**src/rtl/grad_mag_sqr.sv**
```systemverilog
`default_nettype none
// ============================================================================
//  Module      : grad_mag_sqr
//  Description : Serial shift-add magnitude-squared unit, gx^2 + gy^2.
//  Revision    : 1.0 - initial release
// ============================================================================
module grad_mag_sqr #(
   parameter int IN_W  = 16,
   parameter int OUT_W = 32
) (
   input  logic                   clk,
   input  logic                   rst_n,
   input  logic                   abort,
   input  logic                   in_valid,
   output logic                   in_ready,
   input  logic signed [IN_W-1:0] gx,
   input  logic signed [IN_W-1:0] gy,
   output logic                   out_valid,
   input  logic                   out_ready,
   output logic [OUT_W-1:0]       out_data,
   output logic                   busy
);

   localparam int                CNT_W      = (IN_W > 1) ? $clog2(IN_W) : 1;
   localparam logic [CNT_W-1:0]  C_CNT_LAST = CNT_W'(IN_W - 1);
   localparam logic [CNT_W-1:0]  C_CNT_ONE  = CNT_W'(1);
   localparam logic [IN_W-1:0]   C_ONE      = IN_W'(1);

   typedef enum logic [1:0] {
      S_IDLE = 2'd0,
      S_SQ_X = 2'd1,
      S_SQ_Y = 2'd2,
      S_DONE = 2'd3
   } state_t;

   state_t            r_state;
   state_t            w_state_nxt;
   logic [OUT_W-1:0]  r_acc;
   logic [OUT_W-1:0]  r_mcand;
   logic [IN_W-1:0]   r_mplier;
   logic [IN_W-1:0]   r_absy;
   logic [CNT_W-1:0]  r_cnt;
   logic [OUT_W-1:0]  r_out;

   logic [IN_W-1:0]   w_absx;
   logic [IN_W-1:0]   w_absy;
   logic [OUT_W-1:0]  w_addend;
   logic [OUT_W-1:0]  w_acc_nxt;
   logic              w_last;

   // Unsigned IN_W result holds 2^(IN_W-1), so the most negative input is exact.
   assign w_absx    = gx[IN_W-1] ? (~unsigned'(gx) + C_ONE) : unsigned'(gx);
   assign w_absy    = gy[IN_W-1] ? (~unsigned'(gy) + C_ONE) : unsigned'(gy);
   assign w_addend  = r_mplier[0] ? r_mcand : '0;
   assign w_acc_nxt = r_acc + w_addend;
   assign w_last    = (r_cnt == C_CNT_LAST);

   assign in_ready  = (r_state == S_IDLE);
   assign out_valid = (r_state == S_DONE);
   assign busy      = (r_state != S_IDLE);
   assign out_data  = r_out;

   always_ff @(posedge clk or negedge rst_n) begin
      if (!rst_n) begin
         r_state <= S_IDLE;
      end else begin
         r_state <= w_state_nxt;
      end
   end

   always_comb begin
      w_state_nxt = r_state;
      if (abort) begin
         w_state_nxt = S_IDLE;
      end else begin
         case (r_state)
            S_IDLE:  if (in_valid)  w_state_nxt = S_SQ_X;
            S_SQ_X:  if (w_last)    w_state_nxt = S_SQ_Y;
            S_SQ_Y:  if (w_last)    w_state_nxt = S_DONE;
            S_DONE:  if (out_ready) w_state_nxt = S_IDLE;
            default:                w_state_nxt = S_IDLE;
         endcase
      end
   end

   always_ff @(posedge clk or negedge rst_n) begin
      if (!rst_n) begin
         r_acc    <= '0;
         r_mcand  <= '0;
         r_mplier <= '0;
         r_absy   <= '0;
         r_cnt    <= '0;
         r_out    <= '0;
      end else if (abort) begin
         r_acc <= '0;
         r_cnt <= '0;
         r_out <= '0;
      end else begin
         case (r_state)
            S_IDLE: begin
               if (in_valid) begin
                  r_mcand  <= {{(OUT_W-IN_W){1'b0}}, w_absx};
                  r_mplier <= w_absx;
                  r_absy   <= w_absy;
                  r_acc    <= '0;
                  r_cnt    <= '0;
               end
            end
            S_SQ_X: begin
               r_acc <= w_acc_nxt;
               if (w_last) begin
                  // Accumulator carries gx^2 straight into the gy pass.
                  r_mcand  <= {{(OUT_W-IN_W){1'b0}}, r_absy};
                  r_mplier <= r_absy;
                  r_cnt    <= '0;
               end else begin
                  r_mcand  <= {r_mcand[OUT_W-2:0], 1'b0};
                  r_mplier <= {1'b0, r_mplier[IN_W-1:1]};
                  r_cnt    <= r_cnt + C_CNT_ONE;
               end
            end
            S_SQ_Y: begin
               r_acc    <= w_acc_nxt;
               r_mcand  <= {r_mcand[OUT_W-2:0], 1'b0};
               r_mplier <= {1'b0, r_mplier[IN_W-1:1]};
               if (w_last) begin
                  r_cnt <= '0;
                  r_out <= w_acc_nxt;
               end else begin
                  r_cnt <= r_cnt + C_CNT_ONE;
               end
            end
            default: begin
            end
         endcase
      end
   end

endmodule
`default_nettype wire

```
**config.mk**
```make
export PLATFORM = sky130hd
export DESIGN_NAME = grad_mag_sqr
export DESIGN_NICKNAME = d
export VERILOG_FILES = /design/src/rtl/grad_mag_sqr.sv
export SDC_FILE = /design/constraint.sdc
export NUM_CORES = 1
export LEC_CHECK = 0
export CORE_MARGIN = 5
export CORE_UTILIZATION = 30
export DETAILED_ROUTE_END_ITERATION = 6
export GPL_TIMING_DRIVEN = 0
export PLACE_DENSITY = 0.55
export SYNTH_ARGS = -nofsm -noshare
export SYNTH_HDL_FRONTEND = slang
export SYNTH_SLANG_ARGS = --single-unit
```
**constraint.sdc**
```tcl
create_clock -name clk -period 4.75 [get_ports clk]
set_input_delay 0.95 -clock clk [delete_from_list [all_inputs] [get_ports clk]]
set_output_delay 0.95 -clock clk [all_outputs]
set_load 0.005 [all_outputs]
```
==> flow_summary.yaml, run 1 <==
floorplan:
  core_um2: 26950
  die-area_um2: 30850
  row_count: 60
  die_h_um: 175.6
  die_x_um: 175.6
  io_pins: 72
  start_util: 0.3054
cells_and_area:
  utilization: 0.3710
  register_area_um2: 3353
  antenna_cells: 0
  fin_nets: 1080
  syn_to_final_growth_pct: 21.48
  multi_input_area_um2: 4587
  fin_cells: 1358
  n_fill_cell: 2767
  drive_above_1_share: 0.05998
  final_cell_area_um2: 10000
timing:
  fin_skew_ns: 0.01186
  tightestPinTransition_ns: 1.062
  rsz0062_at_grt: "false"
  fmax_ghz: 0.2863
  hold_viol_final: 0
  slew_violations: 0
  fin_crit_ns: 3.493
  finalCritPeriodShare: 0.7354
  setup_viol_count_final: 0
  slew_headroom: 0.2893
  finalSetupTns_ns: 0
synthesis:
  synth_flop_cell: "dfrtp_1"
  synth_compound_area_frac: 0.2549
  ys_warn_count: 0
  synth-simple-area-share: 0.1775
  synth_most_common_cell: "nand2_1"
  syn_nets: 989
  yosysUniqueCellTypes: 67
  netlist_area_um2: 8232
  muxShareOfSynthArea: 0.004864
  synthTopCellsByArea: "dfrtp_1 (41%), a22o_1 (9.6%), nand2_1 (7.1%)"
  yosysTopAreaCellShare: 0.4074
  synth-adder-area-share: 0.06019
  ys_seq_area_frac: 0.4074
  async_reset_ff_frac: 1.000
  synth-seq-cells: 134
  yosysTopAreaCell: "dfrtp_1"
  synth-xor-area-share: 0.05852
  syn_area_per_cell_um2: 9.016
  synth_cells: 913
  synth_edf_count: 0
  synth_top_family_by_area: "compound AO/OA/AOI/OAI gates"
  ys_top_cells_by_count: "nand2_1 (155), dfrtp_1 (134), a22o_1 (90)"
clock_network:
  insertion_delay_ns: 0.43
  clkSinkCount: 134
  post_cts_buffers: 0
  cts-root-buf: "clkbuf_16"
  cts_buffer_depth: 2
  clk_pin_slew_ns: 0.07
  postCtsHoldBufs: 0
  cts_tree: "done"
  htreeDepth: 4
  cts_buffers: 17
  cts_resized: 0
global_route:
  antenna_found_initial: 0
  grt_overflow: 0
  grt_pass1_wl_um: 37560
  grt_pass1_vias: 7053
  grt.total_usage: 0.1519
  grt_max_degree: 97
hold_path:
  hold_path_class: "in2async"
placed_design:
  placed_area_um2: 9408
  portBuffers: 71
  place_congestion: 0.9007
  dpl.cell_count: 1326
  dp.final_hpwl_um: 17550
routing:
  via_count: 7103
  dr.pass1.iters: 5
  drt_iter0_markers: 454
  wl_per_cell_um: 17.14
  wirelength_um: 23280
  ant_nets: 0
  via_per_inst: 5.230
  drc: 0
setup_path:
  crit_arrival_ns: 3.77
  path_class: "reg2reg"
  crit_fanout: 10
  startpoint: "r_mplier[0]$_DFFE_PN0P_"
  start_kind: "flop"
  rr_startpoint: "r_mplier[0]$_DFFE_PN0P_"
  cp-end-kind: "flop"
  required_ns: 5.03
power:
  ir_drop_uv: 318.8
  p_leak_nw: 4.565
  powerDensity_nw_per_um2: 467.7
job:
  maxCapViolCount: 0
run_status:
  status: "finished, final reports clean"
## state kept, by name, summed over array words and instances (netlist names)
| name | cells |
|---|---|
| r_acc | 32 |
| r_absy | 16 |
| out_data | 32 |
| r_mcand | 32 |
| r_mplier | 16 |
| r_cnt | 4 |
| r_state | 2 |
## cells by family after synthesis
| family | after synthesis |
|---|---|
| XOR/XNOR | 55 |
| AO/OA/AOI/OAI | 287 |
| multiplexers | 4 |
| flip-flops | 134 |
| adder cells (fa/ha/maj) | 39 |
| AND/OR/NAND/NOR | 314 |
| buffers and inverters | 80 |
## metrics by stage
stage | hold slack (ns) | power, mW | worst slack (ns)
detailed placement | 0.4705 | 3.353 | 1.245
finish | 0.4269 | 4.677 | 1.257
floorplan | 0.4497 | 2.777 | 2.075
CTS | 0.4325 | 4.702 | 1.219
global route | 0.4515 | 4.991 | 0.8972
global placement | 0.4644 | 3.319 | -2.923
## metal layers
| layer | track usage | vias to the layer above | part of all wire |
|---|---|---|---|
| li1 | - | 3473 | - |
| met5 | 0 | - | 0 |
| met3 | 0.03078 | 37 | 0.051 |
| met4 | 0.04743 | 0 | 0.023 |
| met1 | 0.2091 | 3383 | 0.48 |
| met2 | 0.2412 | 210 | 0.45 |
## final cells by class
cell class                 count  share of cell area
inverter                      27             0.01014
clock inverter                13             0.01489
clock buffer                  19             0.04429
timing repair buffer          72             0.07395
tap                          341             0.04267
multi-input combinational    699              0.4587
sequential                   134              0.3353
buffer                        53             0.02002
## power breakdown
part	internal (mW)	leakage (nW)	switching (mW)
Clock	0.794	0.281	0.544
Combinational	0.648	2.51	1.07
Sequential	1.39	1.78	0.227
Total	2.83	4.57	1.84
## final timing paths
kind / depth (start not counted) / slack (ns) / endpoint
worst max-delay path: 11 / 1.26 / out_data[19]$_DFFE_PN0P_
worst min-delay path: 1 / 0.43 / out_data[12]$_DFFE_PN0P_
worst max register to register: 11 / 1.26 / out_data[19]$_DFFE_PN0P_
worst min register to register: 2 / 0.48 / r_mplier[1]$_DFFE_PN0P_
max in group asynchronous: 2 / 3.51 / r_mcand[17]$_DFFE_PN0P_
min in group clk: 2 / 0.48 / r_mplier[1]$_DFFE_PN0P_
## cell usage in the layout (no fill, tap or decap), types with 15 or more instances in the layout
cell type / Yosys / layout
nor2_1: 57 / 57
xor2_1: 31 / 31
inv_1: 26 / 26
o21ai_0: 54 / 54
a21oi_1: 54 / 54
dfrtp_1: 134 / 134
a21o_1: 15 / 15
clkbuf_16: 0 / 17
ha_1: 38 / 38
clkdlybuf4s50_1: 0 / 70
nand2_1: 155 / 155
clkbuf_1: 48 / 49
and2_1: 32 / 32
a22o_1: 90 / 90
xnor2_1: 24 / 24
## worst max-delay path, stage by stage (launching register included)
cell      delay, ns
dfrtp_1        0.46
clkbuf_1       0.29
and2_1         0.24
ha_1           0.31
o21ai_0        0.20
a21oi_1        0.12
o41ai_1        0.70
a31oi_1        0.28
a21o_1         0.25
a21oi_1        0.17
xor2_1         0.23
o21ai_0        0.11
Power figures use the tool's default switching activity.
==> run 2, diff against run 1 <==
--- a/config.mk
+++ b/config.mk
@@ -9,7 +9,7 @@
 export CORE_UTILIZATION = 30
 export DETAILED_ROUTE_END_ITERATION = 6
 export GPL_TIMING_DRIVEN = 0
-export PLACE_DENSITY = 0.55
+export PLACE_DENSITY = 0.57
 export SYNTH_ARGS = -nofsm -noshare
 export SYNTH_HDL_FRONTEND = slang
 export SYNTH_SLANG_ARGS = --single-unit
==> constraint.sdc (replaced) <==
create_clock -name clk -period 3.05 [get_ports clk]
set_input_delay 0.61 -clock clk [delete_from_list [all_inputs] [get_ports clk]]
set_output_delay 0.61 -clock clk [all_outputs]
set_load 0.005 [all_outputs]
==> run 2 against run 1 <==
Compared with the run above:
- highest routed layer unchanged
- sequential power up 56%
- global-route usage is essentially flat
- hold slack worse by 0.25 ns
- core utilization increased by 0.97 points
==> flow_summary.yaml, run 2 (synthesis results as in run 1) <==
routing:
  wl_per_cell_um: 17.05
  ant_nets: 0
  via_per_inst: 5.232
  dr.pass1.iters: 5
  drt_iter0_markers: 488
  drc: 0
  via_count: 7136
  wirelength_um: 23250
floorplan:
  start_util: 0.3054
  row_count: 60
  core_um2: 26950
  io_pins: 72
  die_x_um: 175.6
  die_h_um: 175.6
  die-area_um2: 30850
timing:
  finalWorstSetupSlack_ns: 0.09919
  setup_viol_count_final: 0
  rsz0062_at_grt: "true"
  finalCritPeriodShare: 0.9675
  slew_headroom: 0.3277
  fin_skew_ns: 0.01112
  slew_violations: 0
  fmax_ghz: 0.3389
  tightestPinTransition_ns: 1.005
  hold_viol_final: 0
  fin_crit_ns: 2.951
global_route:
  grt_max_degree: 77
  use_met2: 0.2367
  grtUsageMet3: 0.02798
  grt_pass1_vias: 7030
  use_met1: 0.2128
  antenna_found_initial: 0
  busiest_layer: "met2"
  grt.total_usage: 0.1516
  grt_pass1_wl_um: 37650
  grt_overflow: 0
placed_design:
  pre_cts_ws_ns: -0.4010
  dp.final_hpwl_um: 17610
  place_congestion: 0.8935
  portBuffers: 71
setup_path:
  crit_arrival_ns: 3.25
  critPathTopFamily: "compound AO/OA/AOI/OAI gates"
  cp-end-kind: "flop"
  cp_slowest_cell: "ha_1"
  path_class: "reg2reg"
  required_ns: 3.35
  cp_cell_sequence: "buf_2 -> and2_1 -> ha_1 -> nand2_1 -> o21ai_1 -> o21a_1 -> nor2_1 -> o21ai_1 -> a31oi_4 -> mux2i_2 -> a221o_1"
  start_kind: "flop"
  critPathMaxStageDelay_ns: 0.47
  path_buf_inv: 1
  crit_fanout: 10
  rrSetupSlack_ns: 0.1
  critPathMostFrequentCell: "o21ai_1"
cells_and_area:
  antenna_cells: 0
  final_cell_mix: "nand2_1 (155), dfrtp_1 (133), a22o_1 (90), clkdlybuf4s50_1 (70), nor2_1 (57)"
  register_area_um2: 3354
  fin_nets: 1088
  layout.cells.most_common: "nand2_1"
  drive_above_1_share: 0.09677
  syn_to_final_growth_pct: 24.65
  n_fill_cell: 2739
  multi_input_area_um2: 4800
  utilization: 0.3807
clock_network:
  htreeDepth: 4
  insertion_delay_ns: 0.42
  cts-root-buf: "clkbuf_16"
  cts_tree: "done"
  cts_buffer_depth: 2
  cts_buffers: 17
  clkSinkCount: 134
  postCtsHoldBufs: 0
  clk_pin_slew_ns: 0.05
power:
  p_leak_nw: 4.631
  total_power_mw: 7.271
  powerDensity_nw_per_um2: 708.6
  ir_drop_uv: 461.1
job:
  maxCapViolCount: 0
hold_path:
  hold_path_class: "in2async"
run_status:
  status: "finished, final reports clean"
==> run 2: cell count changes in the layout (fill, tap and decap cells not counted), sizes merged <==
cell / change
clkbuf: +3
inv: -3
clkinv: -3
buf: +13
bufinv: -1
clkinvlp: -3
==> run 2: area by class of cell <==
| cell class | instances | area share |
|---|---|---|
| repair buffers | 83 | 0.07987 |
| plain buffers | 50 | 0.01914 |
| inverters | 27 | 0.009877 |
| flip-flops and latches | 134 | 0.3269 |
| clock buffers | 27 | 0.05097 |
| well taps | 341 | 0.04158 |
| multi-input cells | 699 | 0.4677 |
| clock inverters | 3 | 0.003902 |
==> run 2: worst paths after layout <==
kind,startpoint,cells past startpoint,end
max,r_mplier[0]$_DFFE_PN0P_,11,out_data[30]$_DFFE_PN0P_
min,rst_n,1,out_data[12]$_DFFE_PN0P_
max reg2reg,r_mplier[0]$_DFFE_PN0P_,11,out_data[30]$_DFFE_PN0P_
min reg2reg,r_absy[8]$_DFFE_PN0P_,2,r_absy[8]$_DFFE_PN0P_
max in group asynchronous,rst_n,2,r_mplier[0]$_DFFE_PN0P_
min in group clk,r_absy[8]$_DFFE_PN0P_,2,r_absy[8]$_DFFE_PN0P_
==> run 2: report_power, final <==
group	total (mW)	internal (mW)	switching, mW
combinational	2.78	1.08	1.70
clock	1.97	1.24	0.727
sequential	2.52	2.17	0.355
total	7.27	4.49	2.78
==> run 2: routing by layer <==
layer | up-vias | part of all wire
met5 | - | 0
met4 | 0 | 0.021
met3 | 35 | 0.045
met2 | 175 | 0.46
met1 | 3441 | 0.48
li1 | 3485 | -
==> run 2: worst register-to-register path, stage by stage, from the launching register on <==
cell and delay (ns):
dfrtp_2 0.44, buf_2 0.18, and2_1 0.19, ha_1 0.47, nand2_1 0.13, o21ai_1 0.24
o21a_1 0.17, nor2_1 0.06, o21ai_1 0.29, a31oi_4 0.15, mux2i_2 0.19, a221o_1 0.33
==> run 2: repair_timing <==
item	CTS	global route
pin swaps	8	5
gates cloned	0	0
resized for setup	17	31
buffers inserted	5	5
setup endpoints to repair	22	44
==> run 2: stage by stage <==
stage / std cells / TNS, ns / instance area, um^2 / hold WS (ns)
6_report: 1364 / 0 / 10260 / 0.1774
3_3_place_gp: 1325 / -575.90 / 9369 / 0.4645
4_1_cts: 1362 / 0 / 10080 / 0.1925
3_5_place_dp: 1327 / -3.928 / 9408 / 0.4693
2_1_floorplan: 913 / 0 / 8232 / 0.3144
5_1_grt: 1364 / -0.6643 / 10260 / 0.2310
==> run 3, diff against run 2 <==
--- a/config.mk
+++ b/config.mk
@@ -7,8 +7,10 @@
 export LEC_CHECK = 0
 export CORE_MARGIN = 5
 export CORE_UTILIZATION = 30
+export CTS_CLUSTER_SIZE = 14
 export DETAILED_ROUTE_END_ITERATION = 6
 export GPL_TIMING_DRIVEN = 0
+export HOLD_SLACK_MARGIN = 0.12
 export PLACE_DENSITY = 0.57
 export SYNTH_ARGS = -nofsm -noshare
 export SYNTH_HDL_FRONTEND = slang
==> results of run 3 <==
The final DEF is identical to that of run 2; final timing and power are the same.
